## src/rtl/cursor_blink.sv

```systemverilog
// Cursor visibility controller: turns 0.1 s divider edges into ticks and runs a solid/blink state machine.
// Optional CURSOR_BLINK_TICK_COUNT_EN adds a free-running 16-bit tick_count output.
module cursor_blink #(
  parameter int ON_TICKS   = 5,
  parameter int OFF_TICKS  = 5,
  parameter int HOLD_TICKS = 10,
  parameter int CNT_W      = 8
) (
  input  logic        clk,
  input  logic        rst_n,
  input  logic        tick_lvl,
  input  logic        en,
  input  logic        activity,
  output logic        tick,
  output logic [1:0]  phase,
  output logic        cursor_vis
`ifdef CURSOR_BLINK_TICK_COUNT_EN
  ,
  output logic [15:0] tick_count
`endif
);

  localparam logic [1:0] IDLE      = 2'd0;
  localparam logic [1:0] SOLID     = 2'd1;
  localparam logic [1:0] BLINK_OFF = 2'd2;
  localparam logic [1:0] BLINK_ON  = 2'd3;

  localparam logic [CNT_W-1:0] HOLD_LAST = CNT_W'(HOLD_TICKS - 1);
  localparam logic [CNT_W-1:0] OFF_LAST  = CNT_W'(OFF_TICKS - 1);
  localparam logic [CNT_W-1:0] ON_LAST   = CNT_W'(ON_TICKS - 1);
  localparam logic [CNT_W-1:0] CNT_ONE   = CNT_W'(1);

  logic             t1_q;
  logic             t2_q;
  logic             primed_q;
  logic             tick_q;
  logic             tick_edge;
  logic [1:0]       state_q;
  logic [1:0]       state_d;
  logic [CNT_W-1:0] cnt_q;
  logic [CNT_W-1:0] cnt_d;

  // Until primed, t2 is loaded straight from the input so the level present at reset release
  // looks like "no change" and cannot fire a tick.
  assign tick_edge = primed_q & (t1_q ^ t2_q);

  always_ff @(posedge clk or negedge rst_n) begin
    if (!rst_n) begin
      t1_q     <= 1'b0;
      t2_q     <= 1'b0;
      primed_q <= 1'b0;
      tick_q   <= 1'b0;
    end else begin
      t1_q     <= tick_lvl;
      t2_q     <= primed_q ? t1_q : tick_lvl;
      primed_q <= 1'b1;
      tick_q   <= tick_edge;
    end
  end

  always_comb begin
    state_d = state_q;
    cnt_d   = cnt_q;
    if (!en) begin
      state_d = IDLE;
      cnt_d   = '0;
    end else if (activity) begin
      state_d = SOLID;
      cnt_d   = '0;
    end else begin
      case (state_q)
        IDLE: begin
          state_d = SOLID;
          cnt_d   = '0;
        end
        SOLID: begin
          if (tick_q) begin
            if (cnt_q == HOLD_LAST) begin
              state_d = BLINK_OFF;
              cnt_d   = '0;
            end else begin
              cnt_d = cnt_q + CNT_ONE;
            end
          end
        end
        BLINK_OFF: begin
          if (tick_q) begin
            if (cnt_q == OFF_LAST) begin
              state_d = BLINK_ON;
              cnt_d   = '0;
            end else begin
              cnt_d = cnt_q + CNT_ONE;
            end
          end
        end
        BLINK_ON: begin
          if (tick_q) begin
            if (cnt_q == ON_LAST) begin
              state_d = BLINK_OFF;
              cnt_d   = '0;
            end else begin
              cnt_d = cnt_q + CNT_ONE;
            end
          end
        end
        default: begin
          state_d = IDLE;
          cnt_d   = '0;
        end
      endcase
    end
  end

  always_ff @(posedge clk or negedge rst_n) begin
    if (!rst_n) begin
      state_q <= IDLE;
      cnt_q   <= '0;
    end else begin
      state_q <= state_d;
      cnt_q   <= cnt_d;
    end
  end

  assign tick       = tick_q;
  assign phase      = state_q;
  assign cursor_vis = (state_q == SOLID) | (state_q == BLINK_ON);

`ifdef CURSOR_BLINK_TICK_COUNT_EN
  logic [15:0] tcnt_q;

  // Counts emitted ticks regardless of en; wraps naturally at 16 bits.
  always_ff @(posedge clk or negedge rst_n) begin
    if (!rst_n) begin
      tcnt_q <= 16'd0;
    end else if (tick_q) begin
      tcnt_q <= tcnt_q + 16'd1;
    end
  end

  assign tick_count = tcnt_q;
`endif

endmodule
```

## config.mk

```make
export PLATFORM = sky130hd
export DESIGN_NAME = cursor_blink
export DESIGN_NICKNAME = d
export VERILOG_FILES = /design/src/rtl/cursor_blink.sv
export SDC_FILE = /design/constraint.sdc
export NUM_CORES = 1
export LEC_CHECK = 0
export CORE_MARGIN = 3
export CORE_UTILIZATION = 45
export DETAILED_ROUTE_END_ITERATION = 16
export GPL_ROUTABILITY_DRIVEN = 1
export GPL_TIMING_DRIVEN = 0
export HOLD_SLACK_MARGIN = 0.15
export PLACE_DENSITY = 0.75
export SYNTH_ARGS = -nofsm -noshare
export SYNTH_HDL_FRONTEND = slang
export SYNTH_SLANG_ARGS = --single-unit
```

## constraint.sdc

```tcl
create_clock -name clk -period 2.7 [get_ports clk]
set_clock_uncertainty 0.2 [all_clocks]
set_input_delay 0.81 -clock clk [delete_from_list [all_inputs] [get_ports clk]]
set_output_delay 0.81 -clock clk [all_outputs]
set_load 0.01 [all_outputs]
```

### After elaboration in Yosys (flattened, before gate mapping)

Cells that the tools add are included.

* add/sub/neg operators: 1
* equal/unequal tests: 12
* muxes and demuxes: 17
* bitwise operators: 3
* reduce and logical (&&, ||, !) cells: 4

Operator list (number)
* $mux W8: 6
* $ne A4 B4 Y1 const B: 6
* $pmux W8 S3: 1
* $mux W2: 8
* $add A8 B1 Y8 const B: 1
* $eq A8 B3 Y1 const B: 1
* $eq A8 B4 Y1 const B: 1
* $pmux W2 S4: 1
* $reduce_and A6 Y1: 1
* $eq A2 B2 Y1 const B: 2
* $ne A4 B2 Y1 const B: 1
* $eq A2 B1 Y1 const B: 1
* $logic_not A2 Y1: 1
* $reduce_and A2 Y1: 1
* $reduce_or A2 Y1: 1
* $and A1 B1 Y1: 1
* $mux W1: 1
* $or A1 B1 Y1: 1
* $xor A1 B1 Y1: 1

* bits in registers: 14
* input bits: 5
* output and inout port bits: 4
* logic and storage cells: 43

### Longest topological paths before layout

* depth in word-level cells: 6
* depth in mapped cells: 6
* gate-level depth less buffers: 6

### Least setup slack after synthesis

No wires, ideal clock.

* path kind: input port to flip-flop
* start point: in activity
* end point: reg cnt_q[5]
* setup time: 92 ps
* arrival: 1632 ps
* required time: 2408 ps
* slack: 776 ps
* stages on the path: 4
* path buffers: 0
* path through: nand2b_1 nor2_2 nand3_4 o31ai_2

* longest elaborated chain between the ends: 2
* elaborated cells between the ends (all ways): 5
* those cells by class: 2 x eq/ne; 2 x mux; 1 x reduce/logical

Ends and longest elaborated chain
* from (decl): line 13 `input logic activity,`
* $ne A4 B4 Y1 (no source line), or another cell as far along
* $reduce_and A2 Y1 (no source line) / $mux W8 (equally long branches)
* to (signal assigned): line 120 `cnt_q <= cnt_d;`
* to (decl): line 40 `logic [CNT_W-1:0] cnt_q;`

Several ways; a longest one is shown, not always the timed one.
A chain may end at the register's enable or synchronous reset.

### Worst setup path in the final report

* start point: reg tick_q (netlist: tick)
* end point: out tick

RTL lines
* from (decl): line 36 `logic tick_q;`
* from (signal assigned): line 57 `tick_q <= tick_edge;`
* to (decl): line 14 `output logic tick,`

No word-level cell between the ends.

==> impl_metrics.ini <==
[pwr]
seqPwrFrac = 0.531
p_int_uw = 318.0
finalPower_uw = 418.7
pwr-share-comb = 0.098
switchingPower_uw = 100.6
power_per_cell_area_mw_per_mm2 = 461.5
sw_frac_of_total = 0.2404
peakVddDrop_uv = 259.4
p_clk_frac = 0.371
power.leakage_uw = 0.0003821

[status]
status = finished, final reports clean

[detailed_routing]
wirelength_mm = 1.367
first_pass_iters = 4
drtAntennaViolNets = 0
drc = 0
wl_per_cell_um = 13.81
drt_iter0_drc = 3
vias = 578
vias_per_cell = 5.838

[die]
initial_utilization = 0.4944
die_x_um = 47.39
io_pins = 9
die_h_um = 47.39
rows = 14
die-area_mm2 = 0.002245
fp.coreArea_mm2 = 0.001559

[global_route]
antenna_found_initial = 0
grt_pass1_wl_mm = 2.304
grt_usage = 0.1559
grt_pass1_vias = 511
gr-total-overflow = 0
grt_max_degree = 15

[synth]
syn-num-nets = 79
netlist_area_um2 = 770.7
synth-main-ff-cell = dfrtp_1
synth.yosys.seq_area_share = 0.4545
yosysMostFrequentCell = dfrtp_1
syn_area_per_cell_um2 = 10.86
synth.area.top_cells = dfrtp_1 (45%), ha_1 (4.9%), o31ai_2 (4.9%), o211ai_1 (3.9%), inv_1 (2.9%)
synth_async_sr_flop_share = 1.000
synth_edf_count = 0
ys_warn_count = 0
ys_types = 33
synth_top_area_frac = 0.4545
ys_ff_latch = 14
synth_top_area_cell = dfrtp_1
synthTopCellsByCount = dfrtp_1 (14), inv_1 (6)
synthCells = 71

[worst_setup_path]
critPathArrivalTime_ps = 1360
cp_max_fo = 6
crit_path_cell_trace = clkdlybuf4s50_1
crit_required_ps = 1690
crit_type = reg -> out
slowest_stage = clkdlybuf4s50_1
max_stage_delay_ps = 580
cp_num_buf_inv = 1
critPathCaptureType = primary output
crit_family = buffers and inverters
critPathLaunchType = flip-flop

[layout]
diodes = 0
area_growth_pct = 17.69
multi_input_area_um2 = 394.1
num-fill-cells = 130
layout-drive-gt1-share = 0.1687
fin_nets = 92
seq_area_um2 = 350.3

[timing]
fin_crit_ps = 2366
hold_slack_ps = 317.2
hold_viol = 0
relSlewSlack = 0.5812
fmax_mhz = 422.6
setup_viol = 0
finalCritPeriodShare = 0.8764
rsz0062_at_grt = no
tightest_slew_ps = 626.3
setup_tns_ps = 0
drv_slew = 0

[hold_path]
min_path_type = reg -> reg

[clocking]
clock_latency_ps = 290
cts_buffers = 3
root_buffer = clkbuf_4
ctsResizeCount = 0
postCtsSetupBuffers = 0
ctsHoldBuffers = 0
h-tree-depth = 1
clock_sinks = 14
clockBufferDepth = 2
path_clk_slew_ps = 80
cts_tree = done

[run]
maxCapViolCount = 0

[place]
hpwl_mm = 1.014
io_buffers = 8
gp_congestion = 0.7794
==> power by group through the flow <==
stage	Sequential (uW)	Combinational [uW]	Clock, uW
3_3_place_gp	226	41.1	0
5_1_grt	224	46.0	167
6_report	222	41.1	155
2_1_floorplan	226	17.8	0
3_5_place_dp	227	41.6	0
4_1_cts	222	41.8	161
==> stage by stage <==
step | setup WS (ps) | area, um^2 | instances | util
2_1_floorplan | 776.5 | 770.7 | 71 | -
3_3_place_gp | 179.0 | 870.8 | 95 | 0.5586
3_5_place_dp | 162.9 | 870.8 | 95 | 0.5586
4_1_cts | 296.5 | 907.1 | 99 | 0.5819
5_1_grt | 260.6 | 907.1 | 99 | 0.5819
6_report | 333.6 | 907.1 | 99 | 0.5819
==> worst paths after layout <==
path / slack [ps] / startpoint / cells past startpoint / end
worst max-delay path: 330 / tick / 1 / tick
worst min-delay path: 320 / primed_q / 1 / tick
worst max register to register: 880 / cnt_q[1] / 6 / cnt_q[7]
worst min register to register: 320 / primed_q / 1 / tick
max in group asynchronous: 1200 / rst_n / 1 / cnt_q[5]
min in group asynchronous: 700 / rst_n / 1 / cnt_q[7]
==> cell families after synthesis <==
| family | after synthesis | synth area share |
|---|---|---|
| other | 1 | 0.004865 |
| and+or+nand+nor | 25 | 0.2289 |
| xor gates and xnor gates | 1 | 0.01137 |
| AOI/OAI and AO/OA | 18 | 0.1900 |
| buffers and inverters | 7 | 0.03408 |
| muxes | 2 | 0.02760 |
| DFF | 14 | 0.4546 |
| adders and majority gates | 3 | 0.04871 |
==> cell type report <==
type | instances | area share
buffer | 1 | 0.004138
clock buffer | 4 | 0.04000
inverter | 6 | 0.02483
multi-input combinational | 50 | 0.4345
sequential | 14 | 0.3862
tap | 16 | 0.02207
timing repair buffer | 8 | 0.08828
==> sequential cells by signal (all words and copies together) (netlist names) <==
register and flops:
t2_q 1, t1_q 1, primed_q 1, tick 1, cnt_q 8, phase 2
==> routing by layer <==
metal  track usage  part of all wire  vias to the layer above
met2        0.2166              0.44                       13
met5             0                 0                        -
met1        0.1944              0.48                      274
li1              -                 -                      286
met3       0.05747             0.050                        5
met4        0.1160             0.034                        0
==> layout by cell type, fill, tap and decap left out, types with 2 or more instances in the layout <==
cell type and instances:
clkbuf_4 3, o21ai_0 4, dfrtp_1 14, inv_1 6, o31ai_2 3, clkdlybuf4s50_1 8
o211ai_1 4, ha_1 3, nand2_1 4, and2_1 2, nor2_1 3, nand3_1 4
and3_1 2
(Power assumes the default switching activity.)
